`src/rtl/tm1638_frame_tx_pkg.sv`:
```
// ---------------------------------------------------------------------------
// tm1638_frame_tx_pkg
// Shared definitions for the TM1638 write-frame transmitter.
//   - TM1638 command bytes (data write with auto-increment, address 0,
//     display-control base)
//   - special glyph codes understood by the segment decoder
//   - 5-bit digit code type and FSM state type
//   - frame layout constants (byte indices inside one 19-byte frame)
// ---------------------------------------------------------------------------
package tm1638_frame_tx_pkg;

   typedef logic [4:0] digit_code_t;

   localparam logic [7:0] CMD_DATA_AUTO = 8'h40;
   localparam logic [7:0] CMD_ADDR0     = 8'hC0;
   localparam logic [7:0] CMD_DISP_BASE = 8'h80;

   localparam digit_code_t GLYPH_BLANK = 5'd16;
   localparam digit_code_t GLYPH_DASH  = 5'd17;

   // A frame is C1 (byte 0), C2 (address byte 1 plus data bytes 2..17)
   // and C3 (byte 18); the strobe is released after each command's last byte.
   localparam logic [4:0] LAST_C1     = 5'd0;
   localparam logic [4:0] LAST_C2     = 5'd17;
   localparam logic [4:0] LAST_C3     = 5'd18;
   localparam logic [4:0] FRAME_BYTES = 5'd19;

   typedef enum logic [2:0] {
      ST_IDLE,
      ST_STB_SETUP,
      ST_SHIFT,
      ST_STB_GAP,
      ST_DONE
   } state_t;

   // Display-control command: enable bit and 3-bit pulse width.
   function automatic logic [7:0] dispCmd(input logic on, input logic [2:0] bright);
      return CMD_DISP_BASE | {4'b0000, on, bright};
   endfunction

endpackage

```
`src/rtl/tm1638_frame_tx_if.sv`:
```
// ---------------------------------------------------------------------------
// tm1638_frame_tx_if
// Bundles the frame request/content inputs, the status outputs and the
// three TM1638 pins of the transmitter.
//   master : upstream pattern/digit source (drives request and content,
//            observes status and pins)
//   slave  : the transmitter itself
// ---------------------------------------------------------------------------
interface tm1638_frame_tx_if;

   logic        start;
   logic [7:0]  led_in;
   logic [39:0] digits_in;
   logic [2:0]  brightness;
   logic        display_on;
   logic        busy;
   logic        done;
   logic        sclk;
   logic        stb;
   logic        dio;

   modport master (
      output start, led_in, digits_in, brightness, display_on,
      input  busy, done, sclk, stb, dio
   );

   modport slave (
      input  start, led_in, digits_in, brightness, display_on,
      output busy, done, sclk, stb, dio
   );

endinterface

```
`src/rtl/tm1638_frame_tx_seg_decode.sv`:
```
// ---------------------------------------------------------------------------
// tm1638_seg_decode
// Combinational 5-bit digit code to 7-segment byte (bit0=a .. bit6=g,
// bit7=dp, always 0).
//   i_code : digit code; 0-15 hex glyphs, 16 blank, 17 dash, 18-31 blank
//   o_seg  : segment byte for the TM1638 even addresses
// ---------------------------------------------------------------------------
module tm1638_seg_decode
   import tm1638_frame_tx_pkg::*;
(
   input  digit_code_t i_code,
   output logic [7:0]  o_seg
);

   // Glyph lookup; anything outside the hex range and the dash is blank.
   always_comb begin
      o_seg = 8'h00;
      case (i_code)
         5'd0:       o_seg = 8'h3F;
         5'd1:       o_seg = 8'h06;
         5'd2:       o_seg = 8'h5B;
         5'd3:       o_seg = 8'h4F;
         5'd4:       o_seg = 8'h66;
         5'd5:       o_seg = 8'h6D;
         5'd6:       o_seg = 8'h7D;
         5'd7:       o_seg = 8'h07;
         5'd8:       o_seg = 8'h7F;
         5'd9:       o_seg = 8'h6F;
         5'd10:      o_seg = 8'h77;
         5'd11:      o_seg = 8'h7C;
         5'd12:      o_seg = 8'h39;
         5'd13:      o_seg = 8'h5E;
         5'd14:      o_seg = 8'h79;
         5'd15:      o_seg = 8'h71;
         GLYPH_BLANK: o_seg = 8'h00;
         GLYPH_DASH:  o_seg = 8'h40;
         default:    o_seg = 8'h00;
      endcase
   end

endmodule

```
`src/rtl/tm1638_frame_tx.sv`:
```
// ---------------------------------------------------------------------------
// tm1638_frame_tx
// Write-only TM1638 frame transmitter. On a trigger (start in IDLE or the
// auto-refresh timer) it snapshots LEDs, digits, brightness and enable, then
// sends three strobed commands LSB first: 0x40, 0xC0 + 16 data bytes,
// {1000, display_on, brightness}.
//   clk_50M : system clock
//   rst     : synchronous active-high reset
//   io_bus  : slave side of tm1638_frame_tx_if (start, led_in, digits_in,
//             brightness, display_on in; busy, done, sclk, stb, dio out)
// Parameters: CLK_DIV cycles per serial half-period, AUTO_REFRESH enable,
// REFRESH_GAP idle cycles between automatic frames.
// ---------------------------------------------------------------------------
module tm1638_frame_tx
   import tm1638_frame_tx_pkg::*;
#(
   parameter int CLK_DIV      = 25,
   parameter int AUTO_REFRESH = 1,
   parameter int REFRESH_GAP  = 50000
) (
   input  logic                clk_50M,
   input  logic                rst,
   tm1638_frame_tx_if.slave    io_bus
);

   localparam int DIV_W = $clog2(2 * CLK_DIV) + 1;
   localparam int REF_W = $clog2(REFRESH_GAP) + 1;
   localparam logic [DIV_W-1:0] DIV_LAST = DIV_W'(CLK_DIV - 1);
   localparam logic [DIV_W-1:0] GAP_LAST = DIV_W'(2 * CLK_DIV - 1);
   localparam logic [REF_W-1:0] REF_LAST = REF_W'(REFRESH_GAP - 1);

   state_t            r_state;
   logic [DIV_W-1:0]  r_divCnt;
   logic              r_sclkHigh;
   logic [2:0]        r_bitIdx;
   logic [4:0]        r_byteIdx;
   logic [REF_W-1:0]  r_refreshCnt;
   logic [7:0]        r_led;
   logic [39:0]       r_digits;
   logic [2:0]        r_bright;
   logic              r_dispOn;

   state_t            w_nextState;
   logic [DIV_W-1:0]  w_nextDivCnt;
   logic              w_nextSclkHigh;
   logic [2:0]        w_nextBitIdx;
   logic [4:0]        w_nextByteIdx;
   logic              w_autoFire;
   logic              w_trigger;
   logic              w_lastOfCmd;
   logic [3:0]        w_dataIdx;
   logic [2:0]        w_digitSel;
   logic [5:0]        w_digitBase;
   digit_code_t       w_digitCode;
   logic [7:0]        w_segByte;
   logic [7:0]        w_curByte;
   logic              w_busy;
   logic              w_done;
   logic              w_sclk;
   logic              w_stb;
   logic              w_dio;

   // A frame starts from IDLE either on request or when the refresh timer
   // has counted the full gap; both paths behave identically afterwards.
   assign w_autoFire  = (AUTO_REFRESH != 0) && (r_refreshCnt == REF_LAST);
   assign w_trigger   = (r_state == ST_IDLE) && (io_bus.start || w_autoFire);
   assign w_lastOfCmd = (r_byteIdx == LAST_C1) || (r_byteIdx == LAST_C2) ||
                        (r_byteIdx == LAST_C3);

   // Data bytes 2..17 alternate segment byte / LED byte for digit index
   // (byte-2)/2, so one decoder on a muxed digit code serves all eight.
   assign w_dataIdx   = 4'(r_byteIdx - 5'd2);
   assign w_digitSel  = w_dataIdx[3:1];
   assign w_digitBase = 6'(w_digitSel) * 6'd5;
   assign w_digitCode = r_digits[w_digitBase +: 5];

   tm1638_seg_decode u_segDecode (
      .i_code (w_digitCode),
      .o_seg  (w_segByte)
   );

   // Selects the byte currently being shifted out from the frame layout.
   always_comb begin
      w_curByte = 8'h00;
      case (r_byteIdx)
         5'd0:    w_curByte = CMD_DATA_AUTO;
         5'd1:    w_curByte = CMD_ADDR0;
         LAST_C3: w_curByte = dispCmd(r_dispOn, r_bright);
         default: w_curByte = w_dataIdx[0] ? {7'b0000000, r_led[w_digitSel]} : w_segByte;
      endcase
   end

   // State and serial position registers; reset drops straight back to IDLE
   // so a frame cut short never produces a done pulse.
   always_ff @(posedge clk_50M) begin
      if (rst) begin
         r_state    <= ST_IDLE;
         r_divCnt   <= '0;
         r_sclkHigh <= 1'b1;
         r_bitIdx   <= '0;
         r_byteIdx  <= '0;
      end else begin
         r_state    <= w_nextState;
         r_divCnt   <= w_nextDivCnt;
         r_sclkHigh <= w_nextSclkHigh;
         r_bitIdx   <= w_nextBitIdx;
         r_byteIdx  <= w_nextByteIdx;
      end
   end

   // Next-state logic and pin outputs. Each serial bit is a low phase (dio
   // changes as it begins) followed by a high phase of CLK_DIV cycles each,
   // so dio is already stable when the TM1638 samples on the rising edge.
   always_comb begin
      w_nextState    = r_state;
      w_nextDivCnt   = r_divCnt;
      w_nextSclkHigh = r_sclkHigh;
      w_nextBitIdx   = r_bitIdx;
      w_nextByteIdx  = r_byteIdx;
      w_busy         = 1'b0;
      w_done         = 1'b0;
      w_sclk         = 1'b1;
      w_stb          = 1'b1;
      w_dio          = 1'b1;
      case (r_state)
         ST_IDLE: begin
            if (w_trigger) begin
               w_nextState   = ST_STB_SETUP;
               w_nextDivCnt  = '0;
               w_nextBitIdx  = '0;
               w_nextByteIdx = '0;
            end
         end
         ST_STB_SETUP: begin
            w_busy = 1'b1;
            w_stb  = 1'b0;
            if (r_divCnt == DIV_LAST) begin
               w_nextState    = ST_SHIFT;
               w_nextDivCnt   = '0;
               w_nextSclkHigh = 1'b0;
               w_nextBitIdx   = '0;
            end else begin
               w_nextDivCnt = r_divCnt + 1'b1;
            end
         end
         ST_SHIFT: begin
            w_busy = 1'b1;
            w_stb  = 1'b0;
            w_sclk = r_sclkHigh;
            w_dio  = w_curByte[r_bitIdx];
            if (r_divCnt == DIV_LAST) begin
               w_nextDivCnt = '0;
               if (!r_sclkHigh) begin
                  w_nextSclkHigh = 1'b1;
               end else begin
                  w_nextSclkHigh = 1'b0;
                  if (r_bitIdx == 3'd7) begin
                     w_nextBitIdx  = '0;
                     w_nextByteIdx = r_byteIdx + 1'b1;
                     if (w_lastOfCmd) begin
                        w_nextState    = ST_STB_GAP;
                        w_nextSclkHigh = 1'b1;
                     end
                  end else begin
                     w_nextBitIdx = r_bitIdx + 1'b1;
                  end
               end
            end else begin
               w_nextDivCnt = r_divCnt + 1'b1;
            end
         end
         ST_STB_GAP: begin
            w_busy = 1'b1;
            if (r_divCnt == GAP_LAST) begin
               w_nextDivCnt = '0;
               w_nextState  = (r_byteIdx == FRAME_BYTES) ? ST_DONE : ST_STB_SETUP;
            end else begin
               w_nextDivCnt = r_divCnt + 1'b1;
            end
         end
         ST_DONE: begin
            w_done      = 1'b1;
            w_nextState = ST_IDLE;
         end
         default: begin
            w_nextState = ST_IDLE;
         end
      endcase
   end

   // Snapshot of the frame content on the trigger edge; the frame in flight
   // never sees later input changes.
   always_ff @(posedge clk_50M) begin
      if (rst) begin
         r_led    <= '0;
         r_digits <= '0;
         r_bright <= '0;
         r_dispOn <= 1'b0;
      end else if (w_trigger) begin
         r_led    <= io_bus.led_in;
         r_digits <= io_bus.digits_in;
         r_bright <= io_bus.brightness;
         r_dispOn <= io_bus.display_on;
      end
   end

   // Refresh timer: counts idle cycles from reset or from the done cycle,
   // restarts on any trigger and holds while a frame is running.
   always_ff @(posedge clk_50M) begin
      if (rst) begin
         r_refreshCnt <= '0;
      end else if (r_state == ST_DONE) begin
         r_refreshCnt <= '0;
      end else if (r_state == ST_IDLE) begin
         if (w_trigger) begin
            r_refreshCnt <= '0;
         end else if (r_refreshCnt != REF_LAST) begin
            r_refreshCnt <= r_refreshCnt + 1'b1;
         end
      end
   end

   assign io_bus.busy = w_busy;
   assign io_bus.done = w_done;
   assign io_bus.sclk = w_sclk;
   assign io_bus.stb  = w_stb;
   assign io_bus.dio  = w_dio;

endmodule

```
`src/flat_wrapper.sv`:
```
// flat-port wrapper written by rule: the top's interface ports become plain ports
module tm1638_frame_tx_flat import tm1638_frame_tx_pkg::*;
#(
   parameter int CLK_DIV      = 25,
   parameter int AUTO_REFRESH = 1,
   parameter int REFRESH_GAP  = 50000
)
  (clk_50M, rst, io_bus_start, io_bus_led_in, io_bus_digits_in, io_bus_brightness, io_bus_display_on, io_bus_busy, io_bus_done, io_bus_sclk, io_bus_stb, io_bus_dio);
  tm1638_frame_tx_if io_bus_i ();
  input  logic clk_50M;
  input  logic rst;
  input wire logic [$bits(io_bus_i.start)-1:0] io_bus_start;
  input wire logic [$bits(io_bus_i.led_in)-1:0] io_bus_led_in;
  input wire logic [$bits(io_bus_i.digits_in)-1:0] io_bus_digits_in;
  input wire logic [$bits(io_bus_i.brightness)-1:0] io_bus_brightness;
  input wire logic [$bits(io_bus_i.display_on)-1:0] io_bus_display_on;
  output wire logic [$bits(io_bus_i.busy)-1:0] io_bus_busy;
  output wire logic [$bits(io_bus_i.done)-1:0] io_bus_done;
  output wire logic [$bits(io_bus_i.sclk)-1:0] io_bus_sclk;
  output wire logic [$bits(io_bus_i.stb)-1:0] io_bus_stb;
  output wire logic [$bits(io_bus_i.dio)-1:0] io_bus_dio;
  assign io_bus_i.start = io_bus_start;
  assign io_bus_i.led_in = io_bus_led_in;
  assign io_bus_i.digits_in = io_bus_digits_in;
  assign io_bus_i.brightness = io_bus_brightness;
  assign io_bus_i.display_on = io_bus_display_on;
  assign io_bus_busy = io_bus_i.busy;
  assign io_bus_done = io_bus_i.done;
  assign io_bus_sclk = io_bus_i.sclk;
  assign io_bus_stb = io_bus_i.stb;
  assign io_bus_dio = io_bus_i.dio;
  tm1638_frame_tx #(.CLK_DIV(CLK_DIV), .AUTO_REFRESH(AUTO_REFRESH), .REFRESH_GAP(REFRESH_GAP)) u_core (.clk_50M(clk_50M), .rst(rst), .io_bus(io_bus_i));
endmodule
```
`config.mk`:
```
export PLATFORM = sky130hd
export DESIGN_NAME = tm1638_frame_tx_flat
export DESIGN_NICKNAME = d
export VERILOG_FILES = /design/src/rtl/tm1638_frame_tx_pkg.sv /design/src/rtl/tm1638_frame_tx_if.sv /design/src/rtl/tm1638_frame_tx_seg_decode.sv /design/src/rtl/tm1638_frame_tx.sv /design/src/flat_wrapper.sv
export SDC_FILE = /design/constraint.sdc
export NUM_CORES = 1
export LEC_CHECK = 0
export CORE_MARGIN = 10
export CORE_UTILIZATION = 40
export CTS_BUF_LIST = sky130_fd_sc_hd__clkbuf_8 sky130_fd_sc_hd__clkbuf_16
export CTS_CLUSTER_DIAMETER = 80
export DETAILED_ROUTE_END_ITERATION = 8
export SYNTH_ARGS = -nofsm -noshare
export SYNTH_HDL_FRONTEND = slang
export SYNTH_SLANG_ARGS = --single-unit
```
`constraint.sdc`:
```
create_clock -name clk_50M -period 5.8 [get_ports clk_50M]
set_input_delay 0.87 -clock clk_50M [delete_from_list [all_inputs] [get_ports clk_50M]]
set_output_delay 0.87 -clock clk_50M [all_outputs]
set_load 0.01 [all_outputs]
```
==> out/metrics.cfg, run 1 <==
[place]
gp_congestion = 0.847
dp_hpwl_um = 8200
io_buffers = 59
place_area_mm2 = 0.00547

[clock_tree]
tritoncts = done
cts_setup_buffers = 0
cts_root_buffer = clkbuf_16
clock_latency_ns = 0.35
cts_hold_buf = 0
clk_pin_slew_ns = 0.06
cts_max_level = 3
clock_path_buffers = 2
cts_resized = 0
clock_sinks = 88
cts_made_buffers = 9

[synth]
synth_seq_area_share_pct = 36.5
synthTopCellsByArea = dfxtp_1, nand2_1, a21oi_1, mux4_2, ha_1
synth_edf_count = 0
async_flop_share_pct = 0
synth_area_mm2 = 0.00483
synth_top_area_share_pct = 36.5
synth_top_area_cell = dfxtp_1
syn_avg_cell_area_um2 = 8.28
synthCells = 583
ys_types = 59
ys_ff_latch = 88
ys.flop_type = dfxtp_1
syn-num-nets = 657
ys.warnings.count = 0

[layout]
fin_nets = 696
layout_common_cells = nand2_1, dfxtp_1, a21oi_1
drive_above_1_share_pct = 8.45
num_antenna_cells = 0
design_area_mm2 = 0.00579
layout_commonest_cell = nand2_1
area_growth_syn_to_layout_pct = 20.0

[global_route]
met1_usage_pct = 17.5
grt_pass1_vias = 4181
grt_pass1_wl_um = 19600
use_met3_pct = 3.61
antenna_found_initial = 0
grt_max_degree = 66
grt_usage_pct = 14.0
grtUsageMet2_pct = 22.6
grt.busiest_layer = met2
overflow = 0

[timing]
whs_ns = 0.454
period_minus_slack_ns = 5.15
rsz0062_at_grt = false
tns_ns = 0
timing.final.max_slew_violations = 0
skew_ns = 0.00465
period_share_pct = 88.7
slew_headroom_pct = 34.2
fmax_mhz = 194
setup_viol = 0
tightestPinTransition_ns = 0.974
finalHoldViolCount = 0

[critical_path]
crit_type = flop to output port
worst_setup_path_start_kind = flop
path_cells = inv_1 -> ha_1 -> buf_4 -> mux4_2 -> mux2i_1 -> inv_1 -> ha_1 -> or2_2 -> mux2i_1 -> a221oi_1 -> o31ai_1 -> o32ai_2 -> clkdlybuf4s50_1
arrival_ns = 4.28
cp_max_fo = 24
max_stage_delay_ns = 0.50
cp-end-kind = output port
critPathRequiredTime_ns = 4.93
critical-path-slowest-cell = clkdlybuf4s50_1

[floorplan]
fp.dieH_um = 130
die_w_um = 130
core_mm2 = 0.0119
num_rows = 40
initial_core_util_pct = 40.5
die_area_mm2 = 0.0169
ioPinCount = 60

[status]
status = finished, final reports clean

[routing]
vias = 4060
wl_per_cell_um = 14.6
route.detailed.drc = 0
drt-vias-per-instance = 5.25
antenna_left = 0
firstDrtPassIters = 4
routed_wl_um = 11300
drtIter0Drc = 255

[run]
drv_cap = 0

[power]
power_density_mw_per_mm2 = 283
vdd_drop_max_mv = 0.132
leakage_nw = 2.10
p_total_w = 0.00164

[worst_hold_path]
hp-class = flop to flop

power breakdown:
| part | total (W) | switching (W) | internal (W) |
|---|---|---|---|
| combinational | 0.000325 | 0.000183 | 0.000142 |
| clock | 0.000621 | 0.000243 | 0.000378 |
| sequential | 0.000691 | 0.0000400 | 0.000651 |
sequential cells by signal (all words and copies together), names as in the netlist:
signal and flops:
u_core.r_sclkHigh 1, u_core.r_bitIdx 3, u_core.r_state 3, u_core.r_byteIdx 5, u_core.r_digits 40, u_core.r_led 8
u_core.r_refreshCnt 17, u_core.r_bright 3, u_core.r_dispOn 1, u_core.r_divCnt 7
Yosys cell counts, drive strengths merged (3+ instances only):
cell type	n
clkbuf	24
dfxtp	88
nor3	14
nand3b	5
nor2b	4
buf	12
and2	3
mux4	12
ha	19
nand3	17
xnor2	11
nor3b	10
nand4	5
a21oi	68
inv	13
nand2	131
nand2b	7
nor4	5
and3	5
or2	3
xor2	12
nor2	42
o31ai	4
or3	5
o21ai	15
mux2i	18
mux2	5
path summary, 6_finish.rpt:
path	startpoint	endpoint	slack, ns	cells past startpoint
worst min register to register	u_core.r_digits[15]	u_core.r_digits[15]	0.45	2
worst min-delay path	u_core.r_digits[15]	u_core.r_digits[15]	0.45	2
worst max-delay path	u_core.r_byteIdx[2]	io_bus_dio	0.65	13
worst max register to register	u_core.r_refreshCnt[0]	u_core.r_digits[13]	3.14	7
per-layer routing:
| metal | part of all wire [%] | wire [um] |
|---|---|---|
| met3 | 4.3 | 490 |
| met1 | 47 | 5330 |
| met4 | 1.8 | 200 |
| met2 | 47 | 5260 |
| met5 | 0 | 0 |
final cells by class:
type,count,area [um2]
Multi-Input combinational cell,446,2860
Inverter,13,48.8
Clock inverter,7,95.1
Fill cell,1148,6120
Clock buffer,9,225
Timing Repair Buffer,64,623
Sequential cell,88,1760
Tap cell,147,184
per-stage QoR:
stage | instances | utilization [%] | worst slack, ns
finish | 774 | 48.6 | 0.655
detailed placement | 758 | 45.9 | 1.00
global placement | 758 | 45.9 | 1.18
CTS | 774 | 48.6 | 0.590
global route | 774 | 48.6 | 0.353
floorplan | 583 | - | 1.32
critical path, delay by kind of cell (launching register included):
family                     cells  cell delay, ns
adders and majority gates      2            0.68
muxes                          3            0.93
and+or+nand+nor                1            0.28
AOI/OAI and AO/OA              3            0.57
DFF                            1            0.37
buffers and inverters          4            1.09
cell families after synthesis:
| group | share of synthesized area (%) |
|---|---|
| AO/OA/AOI/OAI | 13.1 |
| AND/OR/NAND/NOR | 25.5 |
| multiplexers | 10.8 |
| buffers and inverters | 4.56 |
| XOR/XNOR | 4.56 |
| flip-flops | 36.5 |
| adder cells (fa/ha/maj) | 4.92 |
No activity file was read; power rests on OpenSTA's default activity.
==> run 2: changes to the inputs <==
--- a/config.mk
+++ b/config.mk
@@ -5,11 +5,13 @@
 export SDC_FILE = /design/constraint.sdc
 export NUM_CORES = 1
 export LEC_CHECK = 0
+export CAP_MARGIN = 10
 export CORE_MARGIN = 10
 export CORE_UTILIZATION = 40
 export CTS_BUF_LIST = sky130_fd_sc_hd__clkbuf_8 sky130_fd_sc_hd__clkbuf_16
 export CTS_CLUSTER_DIAMETER = 80
 export DETAILED_ROUTE_END_ITERATION = 8
+export PLACE_DENSITY = 0.69
 export SYNTH_ARGS = -nofsm -noshare
 export SYNTH_HDL_FRONTEND = slang
 export SYNTH_SLANG_ARGS = --single-unit
==> run 2 against run 1 <==
Effect of this change:
- register-to-register slack better by 0.10 ns
- fmax fell by 1.3%
- critical path depth fell by 1
- die area unchanged
- clock power shrank 14%
- sequential power about the same
- combinational power about the same
- global-route usage decreased by 0.078 points
- first-iteration DRC count decreased by 26%
- total power is 5.3% lower
- flip-flop and latch count unchanged
- cell count fell by 0.13%
==> out/metrics.cfg, run 2 (synthesized netlist as in run 1, its figures left out) <==
[floorplan]
initial_core_util_pct = 40.5
core_mm2 = 0.0119
num_rows = 40
die_area_mm2 = 0.0169
fp.dieH_um = 130
die_w_um = 130
ioPinCount = 60

[routing]
antenna_left = 0
drt-vias-per-instance = 5.35
firstDrtPassIters = 5
dr_wl_met3_um = 734
highest_layer = met4
met2WireLength_um = 5450
met1_length_um = 4940
drtIter0Drc = 189
routed_wl_um = 11400
vias = 4133
wl_per_cell_um = 14.7
route.detailed.drc = 0

[place]
preCtsSetupSlack_ns = 0.732
io_buffers = 59
gp_congestion = 0.860
dp_hpwl_um = 8290
dp_cells = 757
place_area_mm2 = 0.00547

[critical_path]
r2r_setup_slack_ns = 3.24
worst_setup_path_start_kind = flop
critPathRequiredTime_ns = 4.93
cp_max_fo = 28
ff2ff_path_depth = 7
cp-end-kind = output port
crit_type = flop to output port
arrival_ns = 4.34
reg2reg_from = u_core.r_refreshCnt[0]
rr_endpoint = u_core.r_digits[16]

[global_route]
antenna_found_initial = 0
overflow = 0
grt_pass1_vias = 4152
grt_max_degree = 66
grt_pass1_wl_um = 19200
grt_usage_pct = 13.9

[timing]
period_share_pct = 89.9
tns_ns = 0
setup_viol = 0
period_minus_slack_ns = 5.21
slew_headroom_pct = 40.3
finalHoldViolCount = 0
timing.final.max_slew_violations = 0
tightestPinTransition_ns = 0.884
fmax_mhz = 192
fin_ws_ns = 0.587
rsz0062_at_grt = false
skew_ns = 0.00600

[worst_hold_path]
whs_path_depth = 2
hold_start = u_core.r_led[2]
hold_end = u_core.r_led[2]
hp-class = flop to flop

[power]
leakage_nw = 2.06
p_total_w = 0.00155
vdd_drop_max_mv = 0.118
power_density_mw_per_mm2 = 270

[clock_tree]
clock_sinks = 88
cts_root_buffer = clkbuf_16
tritoncts = done
clk_pin_slew_ns = 0.06
cts_hold_buf = 0
clock_path_buffers = 2
cts_made_buffers = 9
cts_resized = 0
cts_max_level = 3
cts_setup_buffers = 0
clock_latency_ns = 0.35

[layout]
design_area_mm2 = 0.00574
largest_reg_flops = 40
num_antenna_cells = 0
drive_above_1_share_pct = 8.31
layout_commonest_cell = nand2_1
area_growth_syn_to_layout_pct = 18.9
largest_register = u_core.r_digits
layout_common_cells = nand2_1, dfxtp_1, a21oi_1
largestRegisters = u_core.r_digits: 40 flops, u_core.r_refreshCnt: 17 flops, u_core.r_led: 8 flops
fin_nets = 695
layoutNonFillerInstCount = 773

[status]
status = finished, final reports clean

[run]
drv_cap = 0

## run 2: cell count changes in the layout (fill, tap and decap cells not counted)
cell / before / now
inv_1: 13 / 14
ha_2: 0 / 1
buf_4: 5 / 4
clkinvlp_4: 1 / 3
ha_1: 19 / 18
clkinv_2: 2 / 1
bufinv_16: 2 / 0
## run 2: report_power, final
part           switching, W  total (W)  internal (W)
Clock              0.000244   0.000534      0.000290
Combinational      0.000183   0.000324      0.000142
Sequential        0.0000421   0.000693      0.000651
## run 2: worst max-delay path, stage by stage (launching register included)
cell             delay, ns
dfxtp_1               0.38
inv_1                 0.09
ha_2                  0.68
mux4_2                0.39
mux2i_1               0.50
inv_1                 0.21
ha_1                  0.27
or2_2                 0.27
mux2i_1               0.14
a221oi_1              0.11
o31ai_1               0.30
o32ai_2               0.13
clkdlybuf4s50_1       0.52
## run 2: worst max-delay path by stage
| stage | start | to | cells after the start |
|---|---|---|---|
| global placement | u_core.r_byteIdx[2] | io_bus_dio | 12 |
| global route | u_core.r_byteIdx[2] | io_bus_dio | 12 |
| CTS | u_core.r_byteIdx[2] | io_bus_dio | 12 |
| floorplan | u_core.r_byteIdx[1] | io_bus_dio | 15 |
| finish | u_core.r_byteIdx[2] | io_bus_dio | 12 |
| detailed placement | u_core.r_byteIdx[2] | io_bus_dio | 12 |
## run 2: area by class of cell
cell class,count,area [um2]
Fill cell,1170,6170
Timing Repair Buffer,63,616
Multi-Input combinational cell,446,2860
Inverter,13,48.8
Tap cell,147,184
Sequential cell,88,1760
Clock inverter,7,48.8
Clock buffer,9,225
## run 2: metal layers
| metal | GRT usage, % | up-vias |
|---|---|---|
| met5 | 0 | - |
| met4 | 6.48 | 0 |
| met3 | 4.54 | 17 |
| met2 | 22.9 | 84 |
| met1 | 16.2 | 1940 |
| li1 | - | 2092 |
## run 2: per-stage QoR
step           hold slack (ns)  utilization, %
2_1_floorplan            0.433               -
3_3_place_gp             0.445            45.9
3_5_place_dp             0.447            45.9
4_1_cts                  0.456            48.2
5_1_grt                  0.476            48.2
6_report                 0.456            48.2
